--- src/rtl/dm_arbiter_if.sv ---
// Bundle of the two requester ports plus the memory-side bus of dm_arbiter.
// The slave modport is the arbiter's view; master is the requester/memory side.
interface dm_arbiter_if #(
  parameter int ADDR_W = 12
);
  logic              req0;
  logic              we0;
  logic [ADDR_W-1:0] addr0;
  logic [3:0]        be0;
  logic [31:0]       wdata0;
  logic              ack0;

  logic              req1;
  logic              we1;
  logic [ADDR_W-1:0] addr1;
  logic [3:0]        be1;
  logic [31:0]       wdata1;
  logic              ack1;

  logic [31:0]       rdata;
  logic              busy;

  logic [ADDR_W-1:0] mem_addr;
  logic [31:0]       mem_din;
  logic              mem_we;
  logic [31:0]       mem_dout;

  modport slave (
    input  req0, we0, addr0, be0, wdata0,
    input  req1, we1, addr1, be1, wdata1,
    input  mem_dout,
    output ack0, ack1, rdata, busy,
    output mem_addr, mem_din, mem_we
  );

  modport master (
    output req0, we0, addr0, be0, wdata0,
    output req1, we1, addr1, be1, wdata1,
    output mem_dout,
    input  ack0, ack1, rdata, busy,
    input  mem_addr, mem_din, mem_we
  );
endinterface

--- src/rtl/dm_arbiter.sv ---
// Round-robin two-port arbiter for the data memory; turns byte-enabled
// partial stores into read-modify-write sequences over a full-word memory.
module dm_arbiter #(
  parameter int ADDR_W  = 12,
  parameter bit RR_INIT = 1'b1
) (
  input  logic         clk,
  input  logic         rst_n,
  dm_arbiter_if.slave  bus
);

  typedef enum logic [1:0] {IDLE, READ, WRITE, RESP} state_t;

  state_t            state_q, state_d;
  logic              last_grant_q;
  logic              port_q;
  logic              we_q;
  logic [ADDR_W-1:0] addr_q;
  logic [3:0]        be_q;
  logic [31:0]       wdata_q;
  logic [31:0]       rbuf_q;

  logic              grant_valid;
  logic              grant_port;
  logic              sel_we;
  logic [ADDR_W-1:0] sel_addr;
  logic [3:0]        sel_be;
  logic [31:0]       sel_wdata;
  logic              partial_q;
  logic [31:0]       merged;

  // On a tie the port that did not win last time is served, so continuous
  // requesters strictly alternate.
  assign grant_valid = bus.req0 | bus.req1;
  assign grant_port  = (bus.req0 & bus.req1) ? ~last_grant_q : bus.req1;

  assign sel_we    = grant_port ? bus.we1    : bus.we0;
  assign sel_addr  = grant_port ? bus.addr1  : bus.addr0;
  assign sel_be    = grant_port ? bus.be1    : bus.be0;
  assign sel_wdata = grant_port ? bus.wdata1 : bus.wdata0;

  assign partial_q = we_q && (be_q != 4'b0000) && (be_q != 4'b1111);

  // NOTE: state_t has a reset branch so the async rst_n clears it; the
  // sequential blocks use <= so every register sees pre-edge values.
  always_ff @(posedge clk or negedge rst_n) begin
    if (!rst_n) state_q <= IDLE;
    else        state_q <= state_d;
  end

  // NOTE: state_d is defaulted before the case so no path leaves it
  // unassigned and no latch is inferred.
  always_comb begin
    state_d = state_q;
    unique case (state_q)
      IDLE: begin
        if (grant_valid)
          state_d = (sel_we && sel_be == 4'b1111) ? WRITE : READ;
      end
      READ:    state_d = partial_q ? WRITE : RESP;
      WRITE:   state_d = RESP;
      RESP:    state_d = IDLE;
      default: state_d = IDLE;
    endcase
  end

  always_ff @(posedge clk or negedge rst_n) begin
    if (!rst_n) begin
      last_grant_q <= RR_INIT;
      port_q       <= 1'b0;
      we_q         <= 1'b0;
      addr_q       <= '0;
      be_q         <= 4'b0000;
      wdata_q      <= '0;
      rbuf_q       <= '0;
    end else begin
      if (state_q == IDLE && grant_valid) begin
        last_grant_q <= grant_port;
        port_q       <= grant_port;
        we_q         <= sel_we;
        addr_q       <= {sel_addr[ADDR_W-1:2], 2'b00};
        be_q         <= sel_be;
        wdata_q      <= sel_wdata;
      end
      if (state_q == READ)
        rbuf_q <= bus.mem_dout;
    end
  end

  // Byte-lane merge of new data over the word fetched in READ.
  always_comb begin
    merged = rbuf_q;
    for (int i = 0; i < 4; i++) begin
      if (be_q[i]) merged[8*i +: 8] = wdata_q[8*i +: 8];
    end
  end

  // Outputs come from state and registers only, so mem_we follows the
  // asynchronous reset immediately.
  assign bus.mem_we   = (state_q == WRITE);
  assign bus.mem_addr = addr_q;
  assign bus.mem_din  = (state_q == WRITE) ? merged : 32'h0;
  assign bus.rdata    = rbuf_q;
  assign bus.busy     = (state_q != IDLE);
  assign bus.ack0     = (state_q == RESP) && !port_q;
  assign bus.ack1     = (state_q == RESP) &&  port_q;

endmodule

--- src/flat_wrapper.sv ---
// flat-port wrapper written by rule: the top's interface ports become plain ports
module dm_arbiter_flat 
#(
  parameter int ADDR_W  = 12,
  parameter bit RR_INIT = 1'b1
)
  (clk, rst_n, bus_req0, bus_we0, bus_addr0, bus_be0, bus_wdata0, bus_req1, bus_we1, bus_addr1, bus_be1, bus_wdata1, bus_mem_dout, bus_ack0, bus_ack1, bus_rdata, bus_busy, bus_mem_addr, bus_mem_din, bus_mem_we);
  dm_arbiter_if #(.ADDR_W(ADDR_W)) bus_i ();
  input  logic clk;
  input  logic rst_n;
  input wire logic [$bits(bus_i.req0)-1:0] bus_req0;
  input wire logic [$bits(bus_i.we0)-1:0] bus_we0;
  input wire logic [$bits(bus_i.addr0)-1:0] bus_addr0;
  input wire logic [$bits(bus_i.be0)-1:0] bus_be0;
  input wire logic [$bits(bus_i.wdata0)-1:0] bus_wdata0;
  input wire logic [$bits(bus_i.req1)-1:0] bus_req1;
  input wire logic [$bits(bus_i.we1)-1:0] bus_we1;
  input wire logic [$bits(bus_i.addr1)-1:0] bus_addr1;
  input wire logic [$bits(bus_i.be1)-1:0] bus_be1;
  input wire logic [$bits(bus_i.wdata1)-1:0] bus_wdata1;
  input wire logic [$bits(bus_i.mem_dout)-1:0] bus_mem_dout;
  output wire logic [$bits(bus_i.ack0)-1:0] bus_ack0;
  output wire logic [$bits(bus_i.ack1)-1:0] bus_ack1;
  output wire logic [$bits(bus_i.rdata)-1:0] bus_rdata;
  output wire logic [$bits(bus_i.busy)-1:0] bus_busy;
  output wire logic [$bits(bus_i.mem_addr)-1:0] bus_mem_addr;
  output wire logic [$bits(bus_i.mem_din)-1:0] bus_mem_din;
  output wire logic [$bits(bus_i.mem_we)-1:0] bus_mem_we;
  assign bus_i.req0 = bus_req0;
  assign bus_i.we0 = bus_we0;
  assign bus_i.addr0 = bus_addr0;
  assign bus_i.be0 = bus_be0;
  assign bus_i.wdata0 = bus_wdata0;
  assign bus_i.req1 = bus_req1;
  assign bus_i.we1 = bus_we1;
  assign bus_i.addr1 = bus_addr1;
  assign bus_i.be1 = bus_be1;
  assign bus_i.wdata1 = bus_wdata1;
  assign bus_i.mem_dout = bus_mem_dout;
  assign bus_ack0 = bus_i.ack0;
  assign bus_ack1 = bus_i.ack1;
  assign bus_rdata = bus_i.rdata;
  assign bus_busy = bus_i.busy;
  assign bus_mem_addr = bus_i.mem_addr;
  assign bus_mem_din = bus_i.mem_din;
  assign bus_mem_we = bus_i.mem_we;
  dm_arbiter #(.ADDR_W(ADDR_W), .RR_INIT(RR_INIT)) u_core (.clk(clk), .rst_n(rst_n), .bus(bus_i));
endmodule
--- config.mk ---
export PLATFORM = sky130hd
export DESIGN_NAME = dm_arbiter_flat
export DESIGN_NICKNAME = d
export VERILOG_FILES = /design/src/rtl/dm_arbiter_if.sv /design/src/rtl/dm_arbiter.sv /design/src/flat_wrapper.sv
export SDC_FILE = /design/constraint.sdc
export NUM_CORES = 1
export LEC_CHECK = 0
export ABC_AREA = 1
export CORE_ASPECT_RATIO = 1.25
export CORE_UTILIZATION = 40
export CTS_CLUSTER_DIAMETER = 80
export DETAILED_ROUTE_END_ITERATION = 8
export PLACE_DENSITY = 0.85
export SKIP_LAST_GASP = 1
export SYNTH_ARGS = -nofsm -noshare
export SYNTH_HDL_FRONTEND = slang
export SYNTH_SLANG_ARGS = --single-unit
--- constraint.sdc ---
create_clock -name clk -period 2.35 [get_ports clk]
set_clock_uncertainty 0.2 [all_clocks]
set_input_delay 0.47 -clock clk [delete_from_list [all_inputs] [get_ports clk]]
set_output_delay 0.47 -clock clk [all_outputs]
set_load 0.05 [all_outputs]
==> results.json, run 1 <==
{
  "run_status": "finished clean",
  "synth.distinct_cells": 22,
  "clkSlewWorstSetupHoldPaths_ns": 0.06,
  "ir_drop_mv": 0.872,
  "grt_overflow": 0,
  "routing_usage_on_met1_pct": 29.2,
  "gp_routability_congestion": 0.871,
  "endpoint_of_the_worst_register_to_register_path": "u_core.wdata_q[11]$_DFFE_PN0P_",
  "port_buffers": 207,
  "postPlaceCellArea_um2": 6890,
  "critical_path_peak_fanout": 13,
  "synth.yosys.seq_area_share_pct": 51.1,
  "synthCells": 457,
  "fillCellCount": 649,
  "max_cap_viol_count": 0,
  "die_area_um2": 10600,
  "totalNegativeSetupSlack_ns": 0,
  "achievable-frequency_ghz": 0.439,
  "worst_path_dominant_cell_family": "buffers and inverters",
  "worstPathCellList": "inv_2 -> ha_4 -> buf_12 -> o21ai_0 -> a21oi_4 -> buf_12",
  "met2_usage_pct": 45.3,
  "placeableCoreArea_um2": 9760,
  "clockBufferDepth": 2,
  "finalNetCount": 802,
  "iteration_0_drc_markers": 144,
  "timing.max_slew.rel_slack_pct": 64.1,
  "rsz0062_at_grt": "yes",
  "required_ns": 1.68,
  "synthesis.area_um2": 4070,
  "grt_max_degree": 40,
  "clock_latency_ns": 0.32,
  "timing.critical_path.from_type": "flip-flop",
  "number_of_global_route_vias_before_repair": 4337,
  "vias": 4178,
  "multi_input_area_um2": 1890,
  "final.min_clock_period_ns": 2.28,
  "tritoncts_num_sinks": 83,
  "cts-buffers-inserted": 9,
  "endpoint_kind": "output port",
  "post-route-period-util_pct": 97.0,
  "holdPathEnd": "u_core.last_grant_q$_DFFE_PN1P_",
  "finalSetupViolCount": 0,
  "areaGrowthSynthToFinish_pct": 78.5,
  "reg2reg_slack_ns": 0.25,
  "routed_wirelength_um": 13300,
  "wl_per_cell_um": 16.8,
  "grt_first_pass_wirelength_um": 21100,
  "initial_utilization_pct": 41.7,
  "post_drt_via_cell_ratio": 5.26,
  "diodes": 0,
  "io-pin-count": 214,
  "regArea_um2": 2080,
  "synth.avg_cell_area_um2": 8.90,
  "place.detailed.hpwl_um": 9830,
  "critical-path-max-stage-delay_ns": 0.38,
  "post-route-drc-count": 0,
  "ff_latch_count_synth": 83,
  "htree_levels": 3,
  "fraction_of_layout_instances_using_a_drive_strength_above_1_pct": 22.0,
  "busiest_layer": "met2",
  "hold_viol": 0,
  "groute.usage.overall_pct": 25.9,
  "worst_slew_pin_slew_ns": 0.536,
  "critical_path_at_ns": 1.61,
  "worst_r2r_startpoint": "u_core.state_q[1]$_DFFE_PN0P_",
  "worstSetupPathType": "flip-flop to output port",
  "timing.final.max_slew_violations": 0,
  "path_buf_inv": 3,
  "grt_antenna_before_repair": 0,
  "clock-root-buffer": "sky130_fd_sc_hd__clkbuf_16",
  "die-width_um": 92.2,
  "tritoncts": "done",
  "detail-route-antenna-nets": 0,
  "total_leakage_power_nw": 3.02,
  "drt_pre_antenna_iters": 4,
  "yosysWarningCount": 0,
  "r2r_cells": 7,
  "worstHoldPathType": "flip-flop to flip-flop",
  "powerDensity_nw_per_um2": 1550,
  "fp-row-count": 40,
  "hold_path.startpoint": "u_core.last_grant_q$_DFFE_PN1P_",
  "place.detailed.instances": 775,
  "use_met3_pct": 3.77,
  "stdcell_count": 795,
  "min_path_cells": 2,
  "stdcell_area_um2": 7260,
  "crit_top_cell": "sky130_fd_sc_hd__buf_12",
  "floorplan.die.height_um": 115,
  "cp_slowest_cell": "sky130_fd_sc_hd__dfrtp_1"
}
-- worst min-delay path, cell delays in order (launching register included) --
cell and delay, ns:
sky130_fd_sc_hd__dfstp_2 0.37, sky130_fd_sc_hd__nand2_1 0.06, sky130_fd_sc_hd__nand2_1 0.05
-- synth_stat cells --
master | n | share of area, %
sky130_fd_sc_hd__a21oi_1 | 33 | 4.1
sky130_fd_sc_hd__a21oi_4 | 1 | 0.40
sky130_fd_sc_hd__a31oi_1 | 2 | 0.31
sky130_fd_sc_hd__buf_2 | 18 | 2.2
sky130_fd_sc_hd__buf_4 | 5 | 0.92
sky130_fd_sc_hd__clkbuf_1 | 12 | 1.1
sky130_fd_sc_hd__conb_1 | 1 | 0.092
sky130_fd_sc_hd__dfrtp_1 | 82 | 50
sky130_fd_sc_hd__dfstp_2 | 1 | 0.65
sky130_fd_sc_hd__ha_1 | 4 | 1.2
sky130_fd_sc_hd__inv_1 | 43 | 4.0
sky130_fd_sc_hd__inv_2 | 4 | 0.37
sky130_fd_sc_hd__mux2_2 | 32 | 8.9
sky130_fd_sc_hd__nand2_1 | 39 | 3.6
sky130_fd_sc_hd__nand2_2 | 1 | 0.15
sky130_fd_sc_hd__nand3_1 | 6 | 0.74
sky130_fd_sc_hd__nand3b_1 | 1 | 0.18
sky130_fd_sc_hd__nor2_1 | 50 | 4.6
sky130_fd_sc_hd__o21ai_0 | 83 | 10
sky130_fd_sc_hd__o21ai_1 | 6 | 0.74
sky130_fd_sc_hd__o21bai_1 | 1 | 0.18
sky130_fd_sc_hd__o22ai_1 | 32 | 4.9
-- stage by stage --
step                      power (mW)  worst slack [ns]  utilization, %  hold WS (ns)
after global routing            11.8           -0.0246            74.4         0.298
after CTS                       11.3            0.0264            74.3         0.283
after global placement          9.54             0.135            70.6         0.237
after floorplan                 6.97           -0.0237               -       -0.0256
after detailed placement        9.74            0.0438            70.6         0.244
final                           11.3            0.0696            74.4         0.283
-- registers in the layout, indices dropped and copies added, names as in the netlist --
register             count
u_core.bus.mem_addr     10
u_core.port_q            1
u_core.last_grant_q      1
u_core.bus.rdata        32
u_core.state_q           2
u_core.be_q              4
u_core.wdata_q          32
u_core.we_q              1
-- routing by layer --
metal	part of all wire, %	vias to the layer above
li1	-	1956
met1	38	1983
met2	52	183
met3	4.6	56
met4	5.7	0
met5	0	-
-- timing repair --
item,in CTS,in global routing
hold buffers,1,0
setup buffers,1,1
hold endpoints to repair,31,0
gates cloned,1,0
resized for setup,8,4
setup endpoints to repair,30,14
-- report_power, final --
group	internal (mW)	leakage (nW)	switching (mW)
sequential	2.18	0.989	0.469
clock	0.883	0.143	0.527
combinational	2.88	1.89	4.32
total	5.94	3.02	5.32
-- layout by cell type (no fill, tap or decap), types with 6 or more instances in the layout --
| cell | synthesis | routed |
|---|---|---|
| sky130_fd_sc_hd__buf_4 | 5 | 19 |
| sky130_fd_sc_hd__buf_12 | 0 | 38 |
| sky130_fd_sc_hd__o22ai_1 | 32 | 32 |
| sky130_fd_sc_hd__inv_1 | 43 | 42 |
| sky130_fd_sc_hd__a21oi_2 | 0 | 17 |
| sky130_fd_sc_hd__clkbuf_16 | 0 | 9 |
| sky130_fd_sc_hd__o21ai_0 | 83 | 76 |
| sky130_fd_sc_hd__dfrtp_1 | 82 | 81 |
| sky130_fd_sc_hd__clkdlybuf4s50_1 | 0 | 170 |
| sky130_fd_sc_hd__mux2_2 | 32 | 32 |
| sky130_fd_sc_hd__a21oi_4 | 1 | 16 |
| sky130_fd_sc_hd__nand2_1 | 39 | 39 |
| sky130_fd_sc_hd__nor2_1 | 50 | 50 |
| sky130_fd_sc_hd__nand3_1 | 6 | 6 |
| sky130_fd_sc_hd__o21ai_1 | 6 | 13 |
-- logic make-up after synthesis --
group,Yosys count,synth area share [%]
DFF,83,51.1
AOI/OAI and AO/OA,158,20.8
other,1,0.0922
muxes,32,8.86
and+or+nand+nor,97,9.29
buffers and inverters,82,8.58
adders and majority gates,4,1.23
-- worst max path at each step --
stage,depth (start not counted),end,slack (ns),startpoint
detailed placement,6,u_core.wdata_q[11]$_DFFE_PN0P_,0.04,bus_req1
CTS,6,bus_mem_din[15],0.03,u_core.state_q[0]$_DFFE_PN0P_
global route,6,bus_mem_din[27],-0.02,u_core.state_q[0]$_DFFE_PN0P_
floorplan,5,bus_mem_din[10],-0.02,u_core.state_q[0]$_DFFE_PN0P_
global placement,6,u_core.bus.mem_addr[3]$_DFFE_PN0P_,0.13,bus_req1
finish,6,bus_mem_din[21],0.07,u_core.state_q[0]$_DFFE_PN0P_
-- layout make-up --
cell class                 instances  area share (%)
timing repair buffer             230            36.6
tap                              126            2.17
inverter                          47            2.43
multi-input combinational        293            26.0
sequential                        83            28.6
clock inverter                     2           0.517
clock buffer                      14            3.64
(Power assumes the default switching activity.)
==> run 2, diff against run 1 <==
REMOVE_ABC_BUFFERS = 1   (was not set)
==> results.json, run 2 (synthesized netlist as in run 1, its figures left out) <==
{
  "vias": 4182,
  "timing.critical_path.from_type": "flip-flop",
  "detail-route-antenna-nets": 0,
  "clkSlewWorstSetupHoldPaths_ns": 0.06,
  "reg2reg_slack_ns": 0.33,
  "groute.usage.overall_pct": 26.3,
  "critical_path_at_ns": 1.65,
  "path_buf_inv": 3,
  "initial_utilization_pct": 41.7,
  "achievable-frequency_ghz": 0.431,
  "clock-root-buffer": "sky130_fd_sc_hd__clkbuf_16",
  "final.min_clock_period_ns": 2.32,
  "hold_path.startpoint": "u_core.bus.mem_addr[2]$_DFFE_PN0P_",
  "fraction_of_layout_instances_using_a_drive_strength_above_1_pct": 21.1,
  "htree_levels": 3,
  "worst_path_dominant_cell_family": "buffers and inverters",
  "fp-row-count": 40,
  "total_leakage_power_nw": 2.97,
  "areaGrowthSynthToFinish_pct": 73.2,
  "post-route-drc-count": 0,
  "iteration_0_drc_markers": 263,
  "worst_slew_pin_slew_ns": 0.798,
  "finalSetupViolCount": 0,
  "ir_drop_mv": 0.979,
  "worstSetupPathType": "flip-flop to output port",
  "grt_antenna_before_repair": 0,
  "wl_per_cell_um": 17.4,
  "layout.cells.most_common_list": "sky130_fd_sc_hd__clkdlybuf4s50_1 (170), sky130_fd_sc_hd__dfrtp_1 (78), sky130_fd_sc_hd__o21ai_0 (77), sky130_fd_sc_hd__nor2_1 (50), sky130_fd_sc_hd__inv_1 (42)",
  "routed_wirelength_um": 13700,
  "wl_met1_um": 5160,
  "tritoncts_num_sinks": 83,
  "met2_length_um": 7580,
  "powerDensity_nw_per_um2": 1540,
  "drt_pre_antenna_iters": 4,
  "clockBufferDepth": 2,
  "tritoncts": "done",
  "r2r_cells": 7,
  "die_area_um2": 10600,
  "gp_routability_congestion": 0.860,
  "clock_latency_ns": 0.33,
  "placeableCoreArea_um2": 9760,
  "worstHoldPathType": "flip-flop to flip-flop",
  "fillCellCount": 713,
  "post_drt_via_cell_ratio": 5.30,
  "die-width_um": 92.2,
  "io-pin-count": 214,
  "cts-buffers-inserted": 9,
  "run_status": "finished clean",
  "holdPathEnd": "u_core.bus.mem_addr[2]$_DFFE_PN0P_",
  "layout.cells.most_common": "sky130_fd_sc_hd__clkdlybuf4s50_1",
  "hold_viol": 0,
  "post-route-period-util_pct": 98.6,
  "timing.max_slew.rel_slack_pct": 46.7,
  "number_of_global_route_vias_before_repair": 4422,
  "grt_max_degree": 52,
  "worst_r2r_startpoint": "u_core.state_q[1]$_DFFE_PN0P_",
  "max_cap_viol_count": 0,
  "finalNetCount": 798,
  "floorplan.die.height_um": 115,
  "finalPower_mw": 10.9,
  "worstPathCellList": "inv_2 -> ha_4 -> buf_6 -> o21ai_0 -> a21oi_1 -> buf_12",
  "rsz0062_at_grt": "yes",
  "min_path_cells": 2,
  "endpoint_of_the_worst_register_to_register_path": "u_core.wdata_q[15]$_DFFE_PN0P_",
  "required_ns": 1.68,
  "grt_overflow": 0,
  "routed_length_on_met3_um": 634,
  "cp_slowest_cell": "sky130_fd_sc_hd__dfrtp_1",
  "port_buffers": 207,
  "place.detailed.hpwl_um": 9650,
  "critical_path_peak_fanout": 12,
  "timing.final.max_slew_violations": 0,
  "critical-path-max-stage-delay_ns": 0.39,
  "grt_first_pass_wirelength_um": 21500,
  "diodes": 0,
  "endpoint_kind": "output port",
  "totalNegativeSetupSlack_ns": 0,
  "dr.max_layer_used": "met4"
}
[run 2: how the worst max path moves through the flow]
stage / slack (ns) / cells after the start / startpoint / end
2_1_floorplan: -0.63 / 4 / u_core.state_q[0]$_DFFE_PN0P_ / bus_mem_din[0]
4_1_cts: -0.002 / 6 / u_core.state_q[0]$_DFFE_PN0P_ / bus_mem_din[23]
3_5_place_dp: -0.12 / 5 / bus_req1 / u_core.bus.mem_addr[4]$_DFFE_PN0P_
5_1_grt: -0.08 / 6 / u_core.state_q[0]$_DFFE_PN0P_ / bus_mem_din[17]
6_report: 0.03 / 6 / u_core.state_q[0]$_DFFE_PN0P_ / bus_mem_din[22]
3_3_place_gp: 0.02 / 5 / bus_req1 / u_core.bus.mem_addr[2]$_DFFE_PN0P_
[run 2: repair_timing]
action	in CTS	in global routing
pin swaps	0	0
hold endpoints to repair	24	0
gates cloned	0	1
setup endpoints to repair	32	28
gates resized for setup	19	25
setup buffers	1	2
hold buffers	1	0
[run 2: layout make-up]
type                    instances  area (um^2)  share of cell area [%]
clock buffers                  11          253                    3.59
clock inverters                 3         15.0                   0.213
inverters                      47          176                    2.51
multi-input cells             293         1750                    24.9
flip-flops and latches         83         2080                    29.6
well taps                     126          158                    2.24
repair buffers                226         2610                    37.0
[run 2: worst register-to-register path: stages (launching register included)]
cell and delay [ns]:
sky130_fd_sc_hd__dfrtp_1 0.43, sky130_fd_sc_hd__inv_1 0.14, sky130_fd_sc_hd__ha_1 0.27, sky130_fd_sc_hd__inv_2 0.11, sky130_fd_sc_hd__a21oi_4 0.19, sky130_fd_sc_hd__buf_12 0.26, sky130_fd_sc_hd__o21ai_0 0.16, sky130_fd_sc_hd__o22ai_1 0.17
[run 2: layer usage]
| layer | global-route usage (%) | vias up |
|---|---|---|
| met4 | 12.9 | 0 |
| met1 | 29.1 | 2057 |
| met5 | 0 | - |
| li1 | - | 1943 |
| met3 | 3.77 | 25 |
| met2 | 49.2 | 157 |
[run 2: through the flow]
| step | setup slack [ns] | utilization (%) | instances | cell area (um^2) | hold slack [ns] |
|---|---|---|---|---|---|
| 2_1_floorplan | -0.631 | - | 423 | 3900 | -0.0256 |
| 3_3_place_gp | 0.0194 | 67.7 | 770 | 6610 | 0.204 |
| 3_5_place_dp | -0.120 | 67.7 | 770 | 6610 | 0.205 |
| 4_1_cts | -0.00227 | 71.4 | 786 | 6970 | 0.300 |
| 5_1_grt | -0.0847 | 72.2 | 789 | 7040 | 0.314 |
| 6_report | 0.0323 | 72.2 | 789 | 7040 | 0.304 |
[run 2: power by group]
group,internal [mW],switching (mW)
registers,2.18,0.604
clock network,0.756,0.539
logic,2.74,4.06
total,5.68,5.20
==> run 3, diff against run 2 <==
RECOVER_POWER = 100   (was not set)
==> results.json, run 3 (synthesized netlist as in run 1, its figures left out) <==
{
  "run_status": "finished clean",
  "wl_met1_um": 5170,
  "stdcell_count": 789,
  "worstHoldPathType": "flip-flop to flip-flop",
  "achievable-frequency_ghz": 0.431,
  "finalSetupViolCount": 0,
  "clock-root-buffer": "sky130_fd_sc_hd__clkbuf_16",
  "port_buffers": 207,
  "clock_latency_ns": 0.33,
  "vias": 4203,
  "powerDensity_nw_per_um2": 1550,
  "post_layout_util_pct": 71.7,
  "areaGrowthSynthToFinish_pct": 72.2,
  "finalPower_mw": 10.8,
  "max_cap_viol_count": 0,
  "power.switching_fraction_pct": 47.9,
  "wl_per_cell_um": 17.4,
  "worst_slew_pin_slew_ns": 0.856,
  "grt_overflow": 0,
  "gp_routability_congestion": 0.860,
  "layout.cells.most_common": "sky130_fd_sc_hd__clkdlybuf4s50_1",
  "groute.usage.overall_pct": 26.3,
  "critical_path_peak_fanout": 12,
  "ir_drop_mv": 0.977,
  "final.min_clock_period_ns": 2.32,
  "dr.max_layer_used": "met4",
  "initial_utilization_pct": 41.7,
  "rsz0062_at_grt": "yes",
  "io-pin-count": 214,
  "clock_power_share_pct": 11.9,
  "timing.critical_path.from_type": "flip-flop",
  "fp-row-count": 40,
  "grt_first_pass_wirelength_um": 21500,
  "required_ns": 1.68,
  "cts-buffers-inserted": 9,
  "total_leakage_power_nw": 2.96,
  "place.detailed.hpwl_um": 9650,
  "worstSetupPathType": "flip-flop to output port",
  "clockBufferDepth": 2,
  "post-route-period-util_pct": 98.6,
  "fin_ws_ns": 0.0320,
  "critical_path_at_ns": 1.65,
  "met2_length_um": 7570,
  "diodes": 0,
  "power.share.combinational_pct": 62.3,
  "post-route-drc-count": 0,
  "hold_viol": 0,
  "place.detailed.instances": 770,
  "iteration_0_drc_markers": 241,
  "totalNegativeSetupSlack_ns": 0,
  "endpoint_kind": "output port",
  "timing.max_slew.rel_slack_pct": 42.9,
  "stdcell_area_um2": 7000,
  "clkSlewWorstSetupHoldPaths_ns": 0.06,
  "power.net_switching_mw": 5.19,
  "post_drt_via_cell_ratio": 5.33,
  "tritoncts_num_sinks": 83,
  "drt_pre_antenna_iters": 4,
  "hold_ws_ns": 0.305,
  "layout.cells.most_common_list": "sky130_fd_sc_hd__clkdlybuf4s50_1 (170), sky130_fd_sc_hd__dfrtp_1 (78), sky130_fd_sc_hd__o21ai_0 (77), sky130_fd_sc_hd__nor2_1 (50), sky130_fd_sc_hd__inv_1 (42)",
  "die_area_um2": 10600,
  "postPlaceCellArea_um2": 6610,
  "fraction_of_layout_instances_using_a_drive_strength_above_1_pct": 20.7,
  "cp_slowest_cell": "sky130_fd_sc_hd__dfrtp_1",
  "worstPathCellList": "inv_2 -> ha_4 -> buf_6 -> o21ai_0 -> a21oi_1 -> buf_12",
  "routed_length_on_met3_um": 632,
  "detail-route-antenna-nets": 0,
  "power.internal_mw": 5.65,
  "seqPwrFrac_pct": 25.7,
  "die-width_um": 92.2,
  "grt_antenna_before_repair": 0,
  "floorplan.die.height_um": 115,
  "htree_levels": 3,
  "grt_max_degree": 52,
  "timing.final.max_slew_violations": 0,
  "finalNetCount": 798,
  "routed_wirelength_um": 13700,
  "critical-path-max-stage-delay_ns": 0.39,
  "tritoncts": "done",
  "number_of_global_route_vias_before_repair": 4422,
  "preCtsSetupSlack_ns": -0.120,
  "placeableCoreArea_um2": 9760
}
[run 3: path summary, 6_finish.rpt]
check / start / end / slack [ns] / cells after the start
worst min register to register: u_core.bus.mem_addr[2]$_DFFE_PN0P_ / u_core.bus.mem_addr[2]$_DFFE_PN0P_ / 0.30 / 2
min in group asynchronous: rst_n / u_core.wdata_q[15]$_DFFE_PN0P_ / 0.49 / 2
max in group asynchronous: rst_n / u_core.be_q[1]$_DFFE_PN0P_ / 0.33 / 3
worst max-delay path: u_core.state_q[0]$_DFFE_PN0P_ / bus_mem_din[22] / 0.03 / 6
worst min-delay path: u_core.bus.mem_addr[2]$_DFFE_PN0P_ / u_core.bus.mem_addr[2]$_DFFE_PN0P_ / 0.30 / 2
worst max register to register: u_core.state_q[1]$_DFFE_PN0P_ / u_core.wdata_q[15]$_DFFE_PN0P_ / 0.14 / 7
[run 3: layout make-up]
cell class | count | area, um^2
timing repair buffer | 226 | 2580
clock inverter | 3 | 15.0
tap | 126 | 158
clock buffer | 11 | 253
sequential | 83 | 2080
inverter | 47 | 176
multi-input combinational | 293 | 1740
fill | 720 | 2760
[run 3: power by group through the flow]
stage / Combinational (mW) / Clock (mW) / Sequential, mW
after floorplan: 2.55 / 0 / 3.90
after global placement: 6.39 / 0 / 2.69
after detailed placement: 6.55 / 0 / 2.74
after CTS: 6.70 / 1.32 / 2.74
after global routing: 7.13 / 1.36 / 2.87
final: 6.76 / 1.30 / 2.79
[run 3: metal layers]
metal / global-route usage [%] / up-vias
li1: - / 1946
met3: 3.77 / 31
met5: 0 / -
met1: 29.1 / 2063
met4: 12.9 / 0
met2: 49.2 / 163
[run 3: timing repair]
action / CTS / global route
gates resized for setup: 19 / 25
hold endpoints to repair: 24 / 0
hold buffers: 1 / 0
setup endpoints to repair: 32 / 28
setup buffers: 1 / 2
gates cloned: 0 / 1
[run 3: worst max-delay path, delay by kind of cell (launching register included)]
family	cells	cell delay [ns]
adders and majority gates	1	0.18
DFF	1	0.39
buffers and inverters	3	0.42
AOI/OAI and AO/OA	2	0.32
